File: src/rtl/uart_tx_frame_ctrl_pkg.sv
// uart_tx_pkg: shared types and constants for the UART transmit frame controller.
//   tx_state_e         : frame FSM states
//   STOP_BITS          : stop-bit cycles per frame; 2 when UART_TX_STOP2_EN is
//                        defined, otherwise 1
//   DEFAULT_DATA_WIDTH : default data bits per frame (legal range 5..9)
package uart_tx_pkg;

  localparam int DEFAULT_DATA_WIDTH = 8;

`ifdef UART_TX_STOP2_EN
  localparam int STOP_BITS = 2;
`else
  localparam int STOP_BITS = 1;
`endif

  typedef enum logic [2:0] {
    IDLE,
    START,
    DATA,
    PARITY,
    STOP
  } tx_state_e;

endpackage

File: src/rtl/uart_tx_frame_ctrl_if.sv
// uart_tx_frame_ctrl_if: byte request / serial line bundle for the UART
// transmit frame controller.
//   P_Data     : parallel byte to send
//   Data_Valid : send request (pulse or level)
//   Par_En     : insert parity bit in this frame
//   Par_bit    : parity value from the parity calculator
//   TX_OUT     : serial line, idle high
//   Busy       : frame in progress
// master = requester side, slave = frame controller side.
interface uart_tx_frame_ctrl_if
  import uart_tx_pkg::*;
#(
  parameter int DATA_WIDTH = DEFAULT_DATA_WIDTH
);

  logic [DATA_WIDTH-1:0] P_Data;
  logic                  Data_Valid;
  logic                  Par_En;
  logic                  Par_bit;
  logic                  TX_OUT;
  logic                  Busy;

  modport master (
    output P_Data, Data_Valid, Par_En, Par_bit,
    input  TX_OUT, Busy
  );

  modport slave (
    input  P_Data, Data_Valid, Par_En, Par_bit,
    output TX_OUT, Busy
  );

endinterface

File: src/rtl/uart_tx_frame_ctrl_serializer.sv
// uart_tx_serializer: load/shift register and bit counter for the data phase.
//   CLK, RST : clock, async active-high reset
//   Load     : capture P_Data, clear counter
//   Ser_En   : data phase active; shift one bit and count per cycle
//   P_Data   : parallel byte
//   Ser_Data : bit the line must carry in the NEXT cycle
//   Ser_Done : last data bit on the line (counter at W-1 while Ser_En)
module uart_tx_serializer
  import uart_tx_pkg::*;
#(
  parameter int DATA_WIDTH = DEFAULT_DATA_WIDTH
) (
  input  logic                  CLK,
  input  logic                  RST,
  input  logic                  Load,
  input  logic                  Ser_En,
  input  logic [DATA_WIDTH-1:0] P_Data,
  output logic                  Ser_Data,
  output logic                  Ser_Done
);

  localparam int CNT_W = $clog2(DATA_WIDTH);
  localparam logic [CNT_W-1:0] CNT_LAST = CNT_W'(DATA_WIDTH - 1);

  logic [DATA_WIDTH-1:0] shift_q, shift_d;
  logic [CNT_W-1:0]      cnt_q, cnt_d;

  assign Ser_Done = Ser_En && (cnt_q == CNT_LAST);

  // TX_OUT is registered, so the top needs the upcoming bit: d0 before the
  // data phase, then the bit above the one currently on the line.
  assign Ser_Data = Ser_En ? shift_q[1] : shift_q[0];

  always_comb begin
    shift_d = shift_q;
    cnt_d   = cnt_q;
    if (Load) begin
      shift_d = P_Data;
      cnt_d   = '0;
    end else if (Ser_En) begin
      shift_d = shift_q >> 1;
      cnt_d   = Ser_Done ? '0 : cnt_q + 1'b1;
    end
  end

  always_ff @(posedge CLK or posedge RST) begin
    if (RST) begin
      shift_q <= '0;
      cnt_q   <= '0;
    end else begin
      shift_q <= shift_d;
      cnt_q   <= cnt_d;
    end
  end

endmodule

File: src/rtl/uart_tx_frame_ctrl.sv
// uart_tx_frame_ctrl: UART transmit frame FSM and output register.
// Sends start / data (LSB first) / optional parity / stop on TX_OUT.
//   CLK, RST : clock, async active-high reset
//   bus      : uart_tx_frame_ctrl_if.slave (P_Data, Data_Valid, Par_En,
//              Par_bit in; TX_OUT, Busy out, both registered)
// Build option: UART_TX_STOP2_EN selects two stop bits instead of one.
//
// state  | meaning
// IDLE   | line high, waiting for Data_Valid
// START  | start bit (low), one cycle
// DATA   | DATA_WIDTH data bits, LSB first
// PARITY | parity bit captured from Par_bit at DATA exit
// STOP   | line high for STOP_BITS cycles
module uart_tx_frame_ctrl
  import uart_tx_pkg::*;
#(
  parameter int DATA_WIDTH = DEFAULT_DATA_WIDTH
) (
  input logic                   CLK,
  input logic                   RST,
  uart_tx_frame_ctrl_if.slave   bus
);

  tx_state_e state_q, state_d;
  logic      par_en_q, par_en_d;
  logic      stop_cnt_q, stop_cnt_d;
  logic      tx_q, tx_d;
  logic      busy_q, busy_d;
  logic      load, ser_en, ser_data, ser_done;

  assign load   = (state_q == IDLE) && bus.Data_Valid;
  assign ser_en = (state_q == DATA);

  uart_tx_serializer #(.DATA_WIDTH(DATA_WIDTH)) u_ser (
    .CLK      (CLK),
    .RST      (RST),
    .Load     (load),
    .Ser_En   (ser_en),
    .P_Data   (bus.P_Data),
    .Ser_Data (ser_data),
    .Ser_Done (ser_done)
  );

  always_ff @(posedge CLK or posedge RST) begin
    if (RST) begin
      state_q    <= IDLE;
      par_en_q   <= 1'b0;
      stop_cnt_q <= 1'b0;
      tx_q       <= 1'b1;
      busy_q     <= 1'b0;
    end else begin
      state_q    <= state_d;
      par_en_q   <= par_en_d;
      stop_cnt_q <= stop_cnt_d;
      tx_q       <= tx_d;
      busy_q     <= busy_d;
    end
  end

  always_comb begin
    state_d  = state_q;
    par_en_d = load ? bus.Par_En : par_en_q;
    unique case (state_q)
      IDLE:    if (bus.Data_Valid) state_d = START;
      START:   state_d = DATA;
      DATA:    if (ser_done) state_d = par_en_q ? PARITY : STOP;
      PARITY:  state_d = STOP;
      STOP:    if (stop_cnt_q == 1'(STOP_BITS - 1)) state_d = IDLE;
      default: state_d = IDLE;
    endcase
    stop_cnt_d = ((state_q == STOP) && (state_d == STOP)) ? stop_cnt_q + 1'b1 : 1'b0;
  end

  // Outputs are decoded from the next state so they change on the same edge
  // as the state they belong to.
  always_comb begin
    tx_d   = 1'b1;
    busy_d = (state_d != IDLE);
    unique case (state_d)
      IDLE:    tx_d = 1'b1;
      START:   tx_d = 1'b0;
      DATA:    tx_d = ser_data;
      PARITY:  tx_d = bus.Par_bit;
      STOP:    tx_d = 1'b1;
      default: tx_d = 1'b1;
    endcase
  end

  assign bus.TX_OUT = tx_q;
  assign bus.Busy   = busy_q;

endmodule

File: src/flat_wrapper.sv
// flat-port wrapper written by rule: the top's interface ports become plain ports
module uart_tx_frame_ctrl_flat import uart_tx_pkg::*;
#(
  parameter int DATA_WIDTH = DEFAULT_DATA_WIDTH
)
  (CLK, RST, bus_P_Data, bus_Data_Valid, bus_Par_En, bus_Par_bit, bus_TX_OUT, bus_Busy);
  uart_tx_frame_ctrl_if #(.DATA_WIDTH(DATA_WIDTH)) bus_i ();
  input logic CLK;
  input logic RST;
  input wire logic [$bits(bus_i.P_Data)-1:0] bus_P_Data;
  input wire logic [$bits(bus_i.Data_Valid)-1:0] bus_Data_Valid;
  input wire logic [$bits(bus_i.Par_En)-1:0] bus_Par_En;
  input wire logic [$bits(bus_i.Par_bit)-1:0] bus_Par_bit;
  output wire logic [$bits(bus_i.TX_OUT)-1:0] bus_TX_OUT;
  output wire logic [$bits(bus_i.Busy)-1:0] bus_Busy;
  assign bus_i.P_Data = bus_P_Data;
  assign bus_i.Data_Valid = bus_Data_Valid;
  assign bus_i.Par_En = bus_Par_En;
  assign bus_i.Par_bit = bus_Par_bit;
  assign bus_TX_OUT = bus_i.TX_OUT;
  assign bus_Busy = bus_i.Busy;
  uart_tx_frame_ctrl #(.DATA_WIDTH(DATA_WIDTH)) u_core (.CLK(CLK), .RST(RST), .bus(bus_i));
endmodule
File: config.mk
export PLATFORM = sky130hd
export DESIGN_NAME = uart_tx_frame_ctrl_flat
export DESIGN_NICKNAME = d
export VERILOG_FILES = /design/src/rtl/uart_tx_frame_ctrl_pkg.sv /design/src/rtl/uart_tx_frame_ctrl_if.sv /design/src/rtl/uart_tx_frame_ctrl_serializer.sv /design/src/rtl/uart_tx_frame_ctrl.sv /design/src/flat_wrapper.sv
export SDC_FILE = /design/constraint.sdc
export NUM_CORES = 1
export LEC_CHECK = 0
export CAP_MARGIN = 20
export CORE_MARGIN = 10
export CORE_UTILIZATION = 49
export DETAILED_ROUTE_END_ITERATION = 6
export PLACE_DENSITY = 0.79
export SKIP_CTS_REPAIR_TIMING = 1
export SLEW_MARGIN = 40
export SYNTH_ARGS = -nofsm -noshare
export SYNTH_HDL_FRONTEND = slang
export SYNTH_SLANG_ARGS = --single-unit
File: constraint.sdc
create_clock -name CLK -period 2 [get_ports CLK]
set_input_delay 0.6 -clock CLK [delete_from_list [all_inputs] [get_ports CLK]]
set_output_delay 0.6 -clock CLK [all_outputs]
set_load 0.02 [all_outputs]
==> results.toml <==
[status]
outcome = "completed"

[clock_network]
cts_sinks = 18
clk_pin_slew_ns = 0.10
cts_tree = "yes"
clock_latency_ns = 0.29
htree_levels = 1
cts_buffer_depth = 2
cts_made_buffers = 3
root_buffer = "clkbuf_4"

[cells_and_area]
drive_gt1_share_pct = 12.1
finalInstanceArea_um2 = 1010
stdcell_count = 107
n_antenna_cell = 0
fin_util_pct = 65.1
syn_to_final_growth_pct = 22.1
final_nets = 107

[critical_path]
max_stage_delay_ns = 0.59
crit_required_ns = 1.40
worstSetupStartpointType = "register"
crit_fanout = 1
path_cells = "clkdlybuf4s50_1"
path_class = "register to output port"
critPathSlowestCell = "clkdlybuf4s50_1"
worst_ep_arrival_time_ns = 1.21
crit_buf_inv = 1
end_kind = "output port"
crit_family = "buffers and inverters"

[global_route]
antenna_found_initial = 0
grt_pass1_vias = 556
grt_pass1_wl_um = 2530
track_usage_pct = 9.18
grt_max_degree = 19
grt_overflow = 0

[power_and_ir_drop]
powerDensity_nw_per_um2 = 1390
total_leakage_power_nw = 0.488
totalPowerFinal_mw = 1.41
vdd_ir_drop_max_mv = 0.593

[route]
viasPerCell = 5.19
drt_wl_total_um = 1510
routedWlPerCell_um = 14.1
dr.pass1.iters = 4
vias = 555
drt_iter0_drc = 9
drc = 0
ant_nets = 0

[synthesis]
syn_area_per_cell_um2 = 11.4
synth_compound_gate_area_share_pct = 11.0
syn_nets = 88
synthFlopType = "dfrtp_1"
yosysWarnings = 0
synthArstFlopShare_pct = 100
synth_cell_type_count = 26
yosys.area_share.xor_xnor_pct = 0
synth_area_leader_cell = "dfrtp_1"
synth_edf_count = 0
synth_top_family_by_area = "simple AND/OR/NAND/NOR gates"
syn_area_um2 = 831
synth.area.mux_share_pct = 12.2
synth_top_area_share_pct = 51.2
yosys.area_share.simple_pct = 14.8
synth_commonest_cells = "17 x dfrtp_1, 9 x mux2i_1, 9 x nand2_1"
ys_ff_latch = 18
synthAdderAreaFrac_pct = 3.01
synth_cells = 73
synth_most_common_cell = "dfrtp_1"
yosys-top-cells-area = "dfrtp_1 51%, mux2i_1 11%, o21ai_0 4.2%"
seq_area_frac_synth_pct = 54.4

[floorplan]
initial_core_util_pct = 53.3
ioPinCount = 15
die_y_um = 61.2
die-area_um2 = 3740
die_x_um = 61.2
fp-row-count = 14
coreArea_um2 = 1560

[placed_design]
pre_cts_ws_ns = 0.0970
portBuffers = 14
place.gp.congestion = 0.799
dpl.hpwl_um = 1100
placed_area_um2 = 986
dp_cells = 103

[sta]
whs_ns = 0.545
hold_viol = 0
max_freq_ghz = 0.553
slew_violations = 0
fin_setup_tns_ns = 0
rsz0062_at_grt = "no"
fin_ws_ns = 0.193
setup_viol_count_final = 0
min_period_ns = 1.81
skew_ns = 0.00401
post-route-period-util_pct = 90.3

[job]
max_cap_violations = 0

[min_path]
holdCritPathClass = "register to register"
## cell usage in the layout, fill, tap and decap left out
master / count
conb_1: 1
a211oi_1: 1
buf_4: 3
nor2b_1: 1
o32ai_2: 1
a31o_1: 1
nor3b_2: 1
or3b_1: 1
nor2_1: 4
or2b_1: 1
nand2_1: 9
clkdlybuf4s50_1: 13
dfstp_2: 1
a21oi_1: 3
dfrtp_1: 17
nor3_2: 1
inv_1: 2
o32ai_1: 1
nor3_1: 1
mux2_2: 1
clkbuf_1: 1
o21ai_0: 7
mux2i_1: 9
dlymetal6s2s_1: 1
nand2b_1: 2
clkbuf_4: 3
or3_1: 1
nand3_1: 1
ha_1: 2
## final timing paths
path | startpoint | to | slack (ns) | cells after the start
worst min register to register | u_core.u_ser.cnt_q[2] | u_core.u_ser.cnt_q[2] | 0.54 | 2
worst max-delay path | u_core.bus.Busy | bus_Busy | 0.19 | 1
worst min-delay path | u_core.u_ser.cnt_q[2] | u_core.u_ser.cnt_q[2] | 0.54 | 2
max in group asynchronous | RST | u_core.bus.TX_OUT | 1.13 | 3
worst max register to register | u_core.u_ser.cnt_q[0] | u_core.bus.TX_OUT | 0.26 | 6
min in group asynchronous | RST | u_core.u_ser.shift_q[6] | 0.61 | 3
## worst reg2reg max path: cells and delay by family (launching register included)
kind / cells / cell delay [ns]
compound gates: 3 / 0.67
fa+ha+maj: 2 / 0.43
flops: 1 / 0.40
simple gates: 1 / 0.17
## routing by layer
metal / vias up / wire length, um / track usage (%)
met5: - / 0 / 0
met4: 0 / 21 / 5.86
met3: 4 / 31 / 2.06
met2: 9 / 676 / 13.2
met1: 254 / 775 / 12.1
li1: 288 / - / -
## final cells by class
| type | instances | area (um^2) |
|---|---|---|
| repair buffers | 17 | 165 |
| clock buffers | 4 | 26.3 |
| fillers | 129 | 544 |
| inverters | 2 | 7.51 |
| well taps | 16 | 20.0 |
| flip-flops and latches | 18 | 452 |
| multi-input cells | 50 | 344 |
## power breakdown
part           switching [mW]  internal (mW)  leakage (nW)
registers               0.105          0.531         0.224
clock network           0.106         0.0775        0.0150
logic                   0.291          0.297         0.249
total                   0.502          0.905         0.488
## cells by family (layout without fill, tap and decap cells)
group                    after synthesis  count (layout)
flip-flops                            18              18
buffers and inverters                  5              23
AND/OR/NAND/NOR                       23              23
adder cells (fa/ha/maj)                2               2
AO/OA/AOI/OAI                         14              14
other                                  1               1
multiplexers                          10              10
## registers in the layout, summed over array words and instances (netlist names)
register and count:
u_core.u_ser.cnt_q 3, u_core.bus.TX_OUT 1, u_core.par_en_q 1, u_core.stop_cnt_q 1, u_core.u_ser.shift_q 8, u_core.state_q 3, u_core.bus.Busy 1
(Power assumes the default switching activity.)
